**src/rtl/mem_arbiter.sv**
```systemverilog
// ============================================================================
//  Module   : mem_arbiter
//  Purpose  : Shares one fixed-latency unified memory port between the CPU
//             instruction-fetch requester (read-only) and the data requester
//             (read/write). One access at a time, round-robin on ties, and a
//             one-cycle ack per completed access.
//  Ports    : clk, rst_n           - clock, synchronous active-low reset
//             i_req/i_addr         - fetch request and address
//             i_ack/i_rdata        - fetch completion pulse and read data
//             d_req/d_wr/d_addr/d_wdata - data request, direction, addr, data
//             d_ack/d_rdata        - data completion pulse and read data
//             mem_en/mem_wr/mem_addr/mem_wdata - memory command side
//             mem_rdata            - memory read data (valid in last mem_en cycle)
//             busy                 - high while an access is in BUSY or DONE
//  Revision : 1.0  initial release
// ============================================================================
`default_nettype none

module mem_arbiter #(
  parameter int ADDR_W  = 16,
  parameter int DATA_W  = 16,
  parameter int LATENCY = 4
) (
  input  logic              clk,
  input  logic              rst_n,
  input  logic              i_req,
  input  logic [ADDR_W-1:0] i_addr,
  output logic              i_ack,
  output logic [DATA_W-1:0] i_rdata,
  input  logic              d_req,
  input  logic              d_wr,
  input  logic [ADDR_W-1:0] d_addr,
  input  logic [DATA_W-1:0] d_wdata,
  output logic              d_ack,
  output logic [DATA_W-1:0] d_rdata,
  output logic              mem_en,
  output logic              mem_wr,
  output logic [ADDR_W-1:0] mem_addr,
  output logic [DATA_W-1:0] mem_wdata,
  input  logic [DATA_W-1:0] mem_rdata,
  output logic              busy
);

  localparam int c_cnt_w = (LATENCY > 1) ? $clog2(LATENCY) : 1;
  localparam logic [c_cnt_w-1:0] c_cnt_load = c_cnt_w'(LATENCY - 1);

  localparam logic [1:0] c_idle = 2'd0;
  localparam logic [1:0] c_busy = 2'd1;
  localparam logic [1:0] c_done = 2'd2;

  // Grant owner encoding, shared by r_owner and r_last_grant
  localparam logic c_fetch = 1'b0;
  localparam logic c_data  = 1'b1;

  logic [1:0]         r_state;
  logic [1:0]         w_state_next;
  logic [c_cnt_w-1:0] r_cnt;
  logic               r_owner;
  logic               r_last_grant;
  logic [ADDR_W-1:0]  r_mem_addr;
  logic [DATA_W-1:0]  r_mem_wdata;
  logic               r_mem_wr;
  logic [DATA_W-1:0]  r_rdata;
  logic               w_any_req;
  logic               w_grant_data;

  assign w_any_req = i_req | d_req;

  // Data wins when it is the only requester, or on a tie when fetch was the
  // previous winner. last_grant resets to fetch so data wins the first tie.
  assign w_grant_data = d_req & (~i_req | (r_last_grant == c_fetch));

  // --------------------------------------------------------------------------
  // State register
  // --------------------------------------------------------------------------
  always_ff @(posedge clk) begin
    if (!rst_n) begin
      r_state <= c_idle;
    end else begin
      r_state <= w_state_next;
    end
  end

  // --------------------------------------------------------------------------
  // Next-state logic
  // --------------------------------------------------------------------------
  always_comb begin
    w_state_next = r_state;
    case (r_state)
      c_idle:  if (w_any_req) w_state_next = c_busy;
      c_busy:  if (r_cnt == '0) w_state_next = c_done;
      c_done:  w_state_next = c_idle;
      default: w_state_next = c_idle;
    endcase
  end

  // --------------------------------------------------------------------------
  // Datapath: grant capture, latency counter, shared read-data register
  // --------------------------------------------------------------------------
  always_ff @(posedge clk) begin
    if (!rst_n) begin
      r_cnt        <= '0;
      r_owner      <= c_fetch;
      r_last_grant <= c_fetch;
      r_mem_addr   <= '0;
      r_mem_wdata  <= '0;
      r_mem_wr     <= 1'b0;
      r_rdata      <= '0;
    end else begin
      case (r_state)
        c_idle: begin
          if (w_any_req) begin
            r_cnt        <= c_cnt_load;
            r_owner      <= w_grant_data ? c_data : c_fetch;
            r_last_grant <= w_grant_data ? c_data : c_fetch;
            if (w_grant_data) begin
              r_mem_addr  <= d_addr;
              r_mem_wdata <= d_wdata;
              r_mem_wr    <= d_wr;
            end else begin
              r_mem_addr  <= i_addr;
              r_mem_wdata <= '0;
              r_mem_wr    <= 1'b0;
            end
          end
        end
        c_busy: begin
          if (r_cnt != '0) begin
            r_cnt <= r_cnt - 1'b1;
          end else begin
            // Writes return zero so a stale read value is never re-acked
            r_rdata <= r_mem_wr ? '0 : mem_rdata;
          end
        end
        default: ;
      endcase
    end
  end

  // --------------------------------------------------------------------------
  // Output decode
  // --------------------------------------------------------------------------
  always_comb begin
    mem_en = 1'b0;
    mem_wr = 1'b0;
    i_ack  = 1'b0;
    d_ack  = 1'b0;
    busy   = 1'b0;
    case (r_state)
      c_busy: begin
        mem_en = 1'b1;
        mem_wr = r_mem_wr;
        busy   = 1'b1;
      end
      c_done: begin
        i_ack = (r_owner == c_fetch);
        d_ack = (r_owner == c_data);
        busy  = 1'b1;
      end
      default: ;
    endcase
  end

  assign mem_addr  = r_mem_addr;
  assign mem_wdata = r_mem_wdata;
  assign i_rdata   = r_rdata;
  assign d_rdata   = r_rdata;

endmodule

`default_nettype wire

```
**config.mk**
```make
export PLATFORM = sky130hd
export DESIGN_NAME = mem_arbiter
export DESIGN_NICKNAME = d
export VERILOG_FILES = /design/src/rtl/mem_arbiter.sv
export SDC_FILE = /design/constraint.sdc
export NUM_CORES = 1
export LEC_CHECK = 0
export BUFFER_PORTS_ARGS = -buffer_cell sky130_fd_sc_hd__buf_4
export CORE_MARGIN = 2
export CORE_UTILIZATION = 47
export DETAILED_ROUTE_END_ITERATION = 10
export GPL_TIMING_DRIVEN = 0
export PLACE_DENSITY_LB_ADDON = 0.25
export SLEW_MARGIN = 20
export SYNTH_ARGS = -nofsm -noshare
export SYNTH_HDL_FRONTEND = slang
export SYNTH_SLANG_ARGS = --single-unit
```
**constraint.sdc**
```tcl
create_clock -name clk -period 3.2 [get_ports clk]
set_clock_uncertainty 0.15 [all_clocks]
set_input_delay 0 -clock clk [delete_from_list [all_inputs] [get_ports clk]]
set_output_delay 0 -clock clk [all_outputs]
set_load 0.005 [all_outputs]
```
==> After elaboration in Yosys (flattened, before gate mapping) <==
Cells that the tools add are included.
{ "totals": {"reg_bits": 54, "input_bits": 69, "out_inout_bits": 69} }
{ "op_classes": {"addsub": 1, "n_eq_ne": 5, "muxes": 16, "bitwise": 6, "reduce_logical": 9} }
{ "op_table": {"columns": ["op", "n"], "rows": [
  ["$mux W16", 3],
  ["$mux W2", 4],
  ["$pmux W2 S2", 2],
  ["$mux W1", 7],
  ["$ne A2 B2 Y1 const B", 3],
  ["$reduce_and A2 Y1", 3],
  ["$logic_not A2 Y1", 2],
  ["$reduce_bool A2 Y1", 2],
  ["$not A1 Y1", 3],
  ["$reduce_and A3 Y1", 1],
  ["$eq A2 B1 Y1 const B", 1],
  ["$eq A2 B2 Y1 const B", 1],
  ["$or A1 B1 Y1", 2],
  ["$reduce_or A2 Y1", 1],
  ["$sub A2 B1 Y2 const B", 1],
  ["$and A1 B1 Y1", 1]
]} }

==> Depth between registers and ports, before layout <==
{ "depth": {"word_depth": 4, "ltp_mapped": 7, "depth_no_buf": 5} }

==> Worst setup path after synthesis <==
No wires, ideal clock.
{ "synth_timing": {"path_kind": "register to register", "startpoint": "register r_state[1]", "endpoint": "register r_cnt[0]", "setup_ns": 0.070, "t_arrival_ns": 1.380, "slack_ns": 1.600, "path_stages_with_launch": 7, "path_buffers": 1, "period_less_slack_ns": 1.600, "cell_sequence": "dfxtp_1 -> inv_1 -> ha_1 -> and2_4 -> buf_6 -> or3_1 -> a21oi_1"} }
{ "synth_between": {"elab_chain_cells": 3} }
{ "synth_lines": {"columns": ["item", "line", "source"], "rows": [
  ["start: declaration", "55", "logic [1:0] r_state;"],
  ["start signal: assignment", "78", "r_state <= c_idle;"],
  ["start signal: assignment", "80", "r_state <= w_state_next;"],
  ["$eq A2 B1 Y1 or $logic_not A2 Y1 (tied branches)", "110", "case (r_state)"],
  ["$ne A2 B2 Y1 (no line) or $reduce_bool A2 Y1 (tied branches)", null, null],
  ["$reduce_and A3 Y1 (no line)", null, null],
  ["end signal: assignment", "113", "r_cnt <= c_cnt_load;"],
  ["end signal: assignment", "129", "r_cnt <= r_cnt - 1'b1;"],
  ["end: declaration", "57", "logic [c_cnt_w-1:0] r_cnt;"]
]} }
Parallel ways exist; a longest one is shown, timed or not.
A chain may end at the register's enable or synchronous reset.

==> Worst setup path in the final report <==
{ "layout_timing": {"startpoint": "register r_state[1]", "endpoint": "register r_mem_addr[8] (netlist: mem_addr[8])"} }
{ "layout_between": {"elab_chain_cells": 2} }
{ "layout_lines": {"columns": ["item", "line", "source"], "rows": [
  ["$logic_not A2 Y1", "110", null],
  ["$reduce_and A2 Y1 (no line)", null, null],
  ["end signal: assignment", "117", "r_mem_addr <= d_addr;"],
  ["end signal: assignment", "121", "r_mem_addr <= i_addr;"],
  ["end: declaration", "60", "logic [ADDR_W-1:0] r_mem_addr;"]
]} }
Every way passes these cells.

==> qor.csv <==
metric,value,unit
drt first-iter violations,222,
die width,74.9,microns
Worst Path Buf+Inv,3,
clock-pin slew on the worst setup and hold paths,0.11,ns
Hold Startpoint,d_wdata[9],
Sw Share,0.362,
global-route usage over all layers,0.369,
core box area,4790,sq um
Placer Congestion,0.765,
Synth Register Bits,54,
largest net degree at the start of global routing,19,
die area,5610,sq um
die height,74.9,microns
CP Capture Type,flop,
Sum Neg Setup Slack,0,ns
Initial Util,0.494,
highest clock rate,374,MHz
Detail Route Antenna Nets,0,
Ports,138,
"Distinct cells, synth",34,
Final min period,2.67,ns
worst path required time,3.31,ns
Cell Int Power,1.72,mW
Max Cap Viol,0,
"critical path fanouts, max",10,
H-tree depth,2,
CP Class,reg2reg,
Slew headroom,0.608,
syn avg cell area,9.19,sq um
clock power share,0.152,
top cell type's share of synthesized area,0.458,
most common cell in the synthesized netlist,dfxtp_1,
RSZ-0062 raised after global routing,no,
drt first pass iters,5,
Inserted Diodes,0,
Syn Std Cell Area,2360,sq um
Synth area leaders,"dfxtp_1, nand2_1, a22o_1",
DR DRC count,0,
initial antenna violation count,0,
syn nets,332,
status,"complete, no violations",
worst setup path startpoint,r_state[1],
Post-synth EDFFs,0,
cell family with most CP delay,buffers and inverters,
area added between synthesis and finish,82.5,%
Final nets,550,
"slowest stage delay, CP",0.58,ns
LEAKAGE,2.05,nW
Fin. Hold Viols,0,
first-pass GRT wire length,15400,microns
sequential fraction of the synthesis area,0.458,
HP Class,in2reg,
Worst Tran Pin Value,0.587,ns
"Slowest-stage cell, CP",dlygate4sd3_1,
NetSw,973,uW
part of the power in registers,0.357,
final worst path period share,0.835,
worst reg2reg startpoint,r_state[1],
top_reg_cell synth,dfxtp_1,
commonest cells in the netlist,"dfxtp_1, nand2_1, a21oi_1, buf_4",
CTS resizes,0,
layout cells sized above 1,0.370,
vias in the first global route,3115,
"Cell Chain, Critical Path","inv_1, ha_1, o21a_4, clkbuf_1, o21ai_0, a31oi_1, dlygate4sd3_1",
FF-to-FF setup slack,0.53,ns
clock buffer depth,2,
Power Density,624,nW/um^2
routed vias/inst,5.52,
cts hold-fix bufs,75,
kind of start point of the critical path,flop,
routed len/inst,18.7,microns
I/O Buffers,136,
row cnt,25,
cell taking the most area after synthesis,dfxtp_1,
TritonCTS Buffers,5,
Root Buffer,clkbuf_8,
synth warn,0,
Synth async-reset ratio,0,
Post-DP HPWL,4940,microns
Mapped Cells,257,
CP arrival,2.79,ns
Final Slew Violations,0,
final WL,10100,microns
Peak VDD IR,0.464,mV
clock sinks,54,
combinational share of power,0.491,
Finish-stage setup viols,0,
Final Power,2.69,mW
worst-skew pair later-pin latency,0.32,ns
GR Overflow Total,0,
Via Count,2996,
CTS tree,built,
setup bufs post-CTS,0,
-- worst min-delay path, delay by kind of cell --
kind,cells,cell delay [ns]
buf+inv,2,0.63
compound gates,1,0.11
-- metrics by stage --
step | instance area, sq um | instances | setup slack (ns) | utilization | hold WS, ns
2_1_floorplan | 2360 | 257 | 1.60 | - | -0.0174
3_3_place_gp | 3470 | 460 | 1.42 | 0.724 | 0.0660
3_5_place_dp | 3470 | 460 | 1.34 | 0.724 | 0.0711
4_1_cts | 4310 | 543 | 0.768 | 0.901 | 0.286
5_1_grt | 4310 | 543 | 0.454 | 0.901 | 0.295
6_report | 4310 | 543 | 0.527 | 0.901 | 0.285
-- cells by family (layout without fill, tap and decap cells) --
family / Yosys count / count (layout) / synth area share
buffers and inverters: 38 / 257 / 0.117
AO/OA/AOI/OAI: 77 / 77 / 0.220
adder cells (fa/ha/maj): 6 / 6 / 0.0318
multiplexers: 1 / 1 / 0.00424
AND/OR/NAND/NOR: 81 / 81 / 0.170
flip-flops: 54 / 54 / 0.458
-- sequential cells by signal, indices dropped and copies added (netlist names) --
signal,count
mem_wdata,16
r_state,2
r_cnt,2
r_last_grant,1
mem_addr,16
d_rdata,16
r_mem_wr,1
-- power groups by stage --
stage,combinational [mW],sequential (mW),clock (mW)
after floorplan,0.580,0.945,0
after global placement,1.04,0.940,0
after detailed placement,1.07,0.945,0
after CTS,1.24,0.935,0.405
after global routing,1.41,0.970,0.425
final,1.32,0.960,0.409
-- cells in the final DEF, fill, tap and decap left out, types with 2 or more instances in the layout --
cell and count:
a22o_1 17, inv_1 5, and2_1 2, o21ai_0 17
nand3b_1 16, a31oi_1 16, ha_1 6, nor2_1 2
clkbuf_1 5, buf_4 154, buf_2 2, dfxtp_1 54
nand2_1 52, buf_6 3, a21oi_1 20, dlygate4sd3_1 75
clkbuf_8 9
-- worst paths after layout --
path                  endpoint  cells past startpoint
setup / recovery   mem_addr[8]                      7
hold / removal    mem_wdata[9]                      3
setup reg to reg   mem_addr[8]                      7
hold reg to reg     d_rdata[9]                      2
-- layout make-up --
| class | instances | area [sq um] |
|---|---|---|
| inverters | 6 | 22.5 |
| repair buffers | 211 | 1770 |
| flip-flops and latches | 54 | 1080 |
| plain buffers | 32 | 253 |
| multi-input cells | 165 | 1010 |
| fillers | 188 | 474 |
| clock inverters | 3 | 25.0 |
| clock buffers | 5 | 68.8 |
| well taps | 67 | 83.8 |
-- routing by layer --
| layer | up-vias | track usage | part of all wire | wire, microns |
|---|---|---|---|---|
| li1 | 1313 | - | - | - |
| met3 | 58 | 0.100 | 0.090 | 910 |
| met4 | 0 | 0.187 | 0.050 | 505 |
| met1 | 1415 | 0.412 | 0.36 | 3660 |
| met5 | - | 0 | 0 | 0 |
| met2 | 210 | 0.642 | 0.50 | 5050 |
No activity file was read; power rests on OpenSTA's default activity.
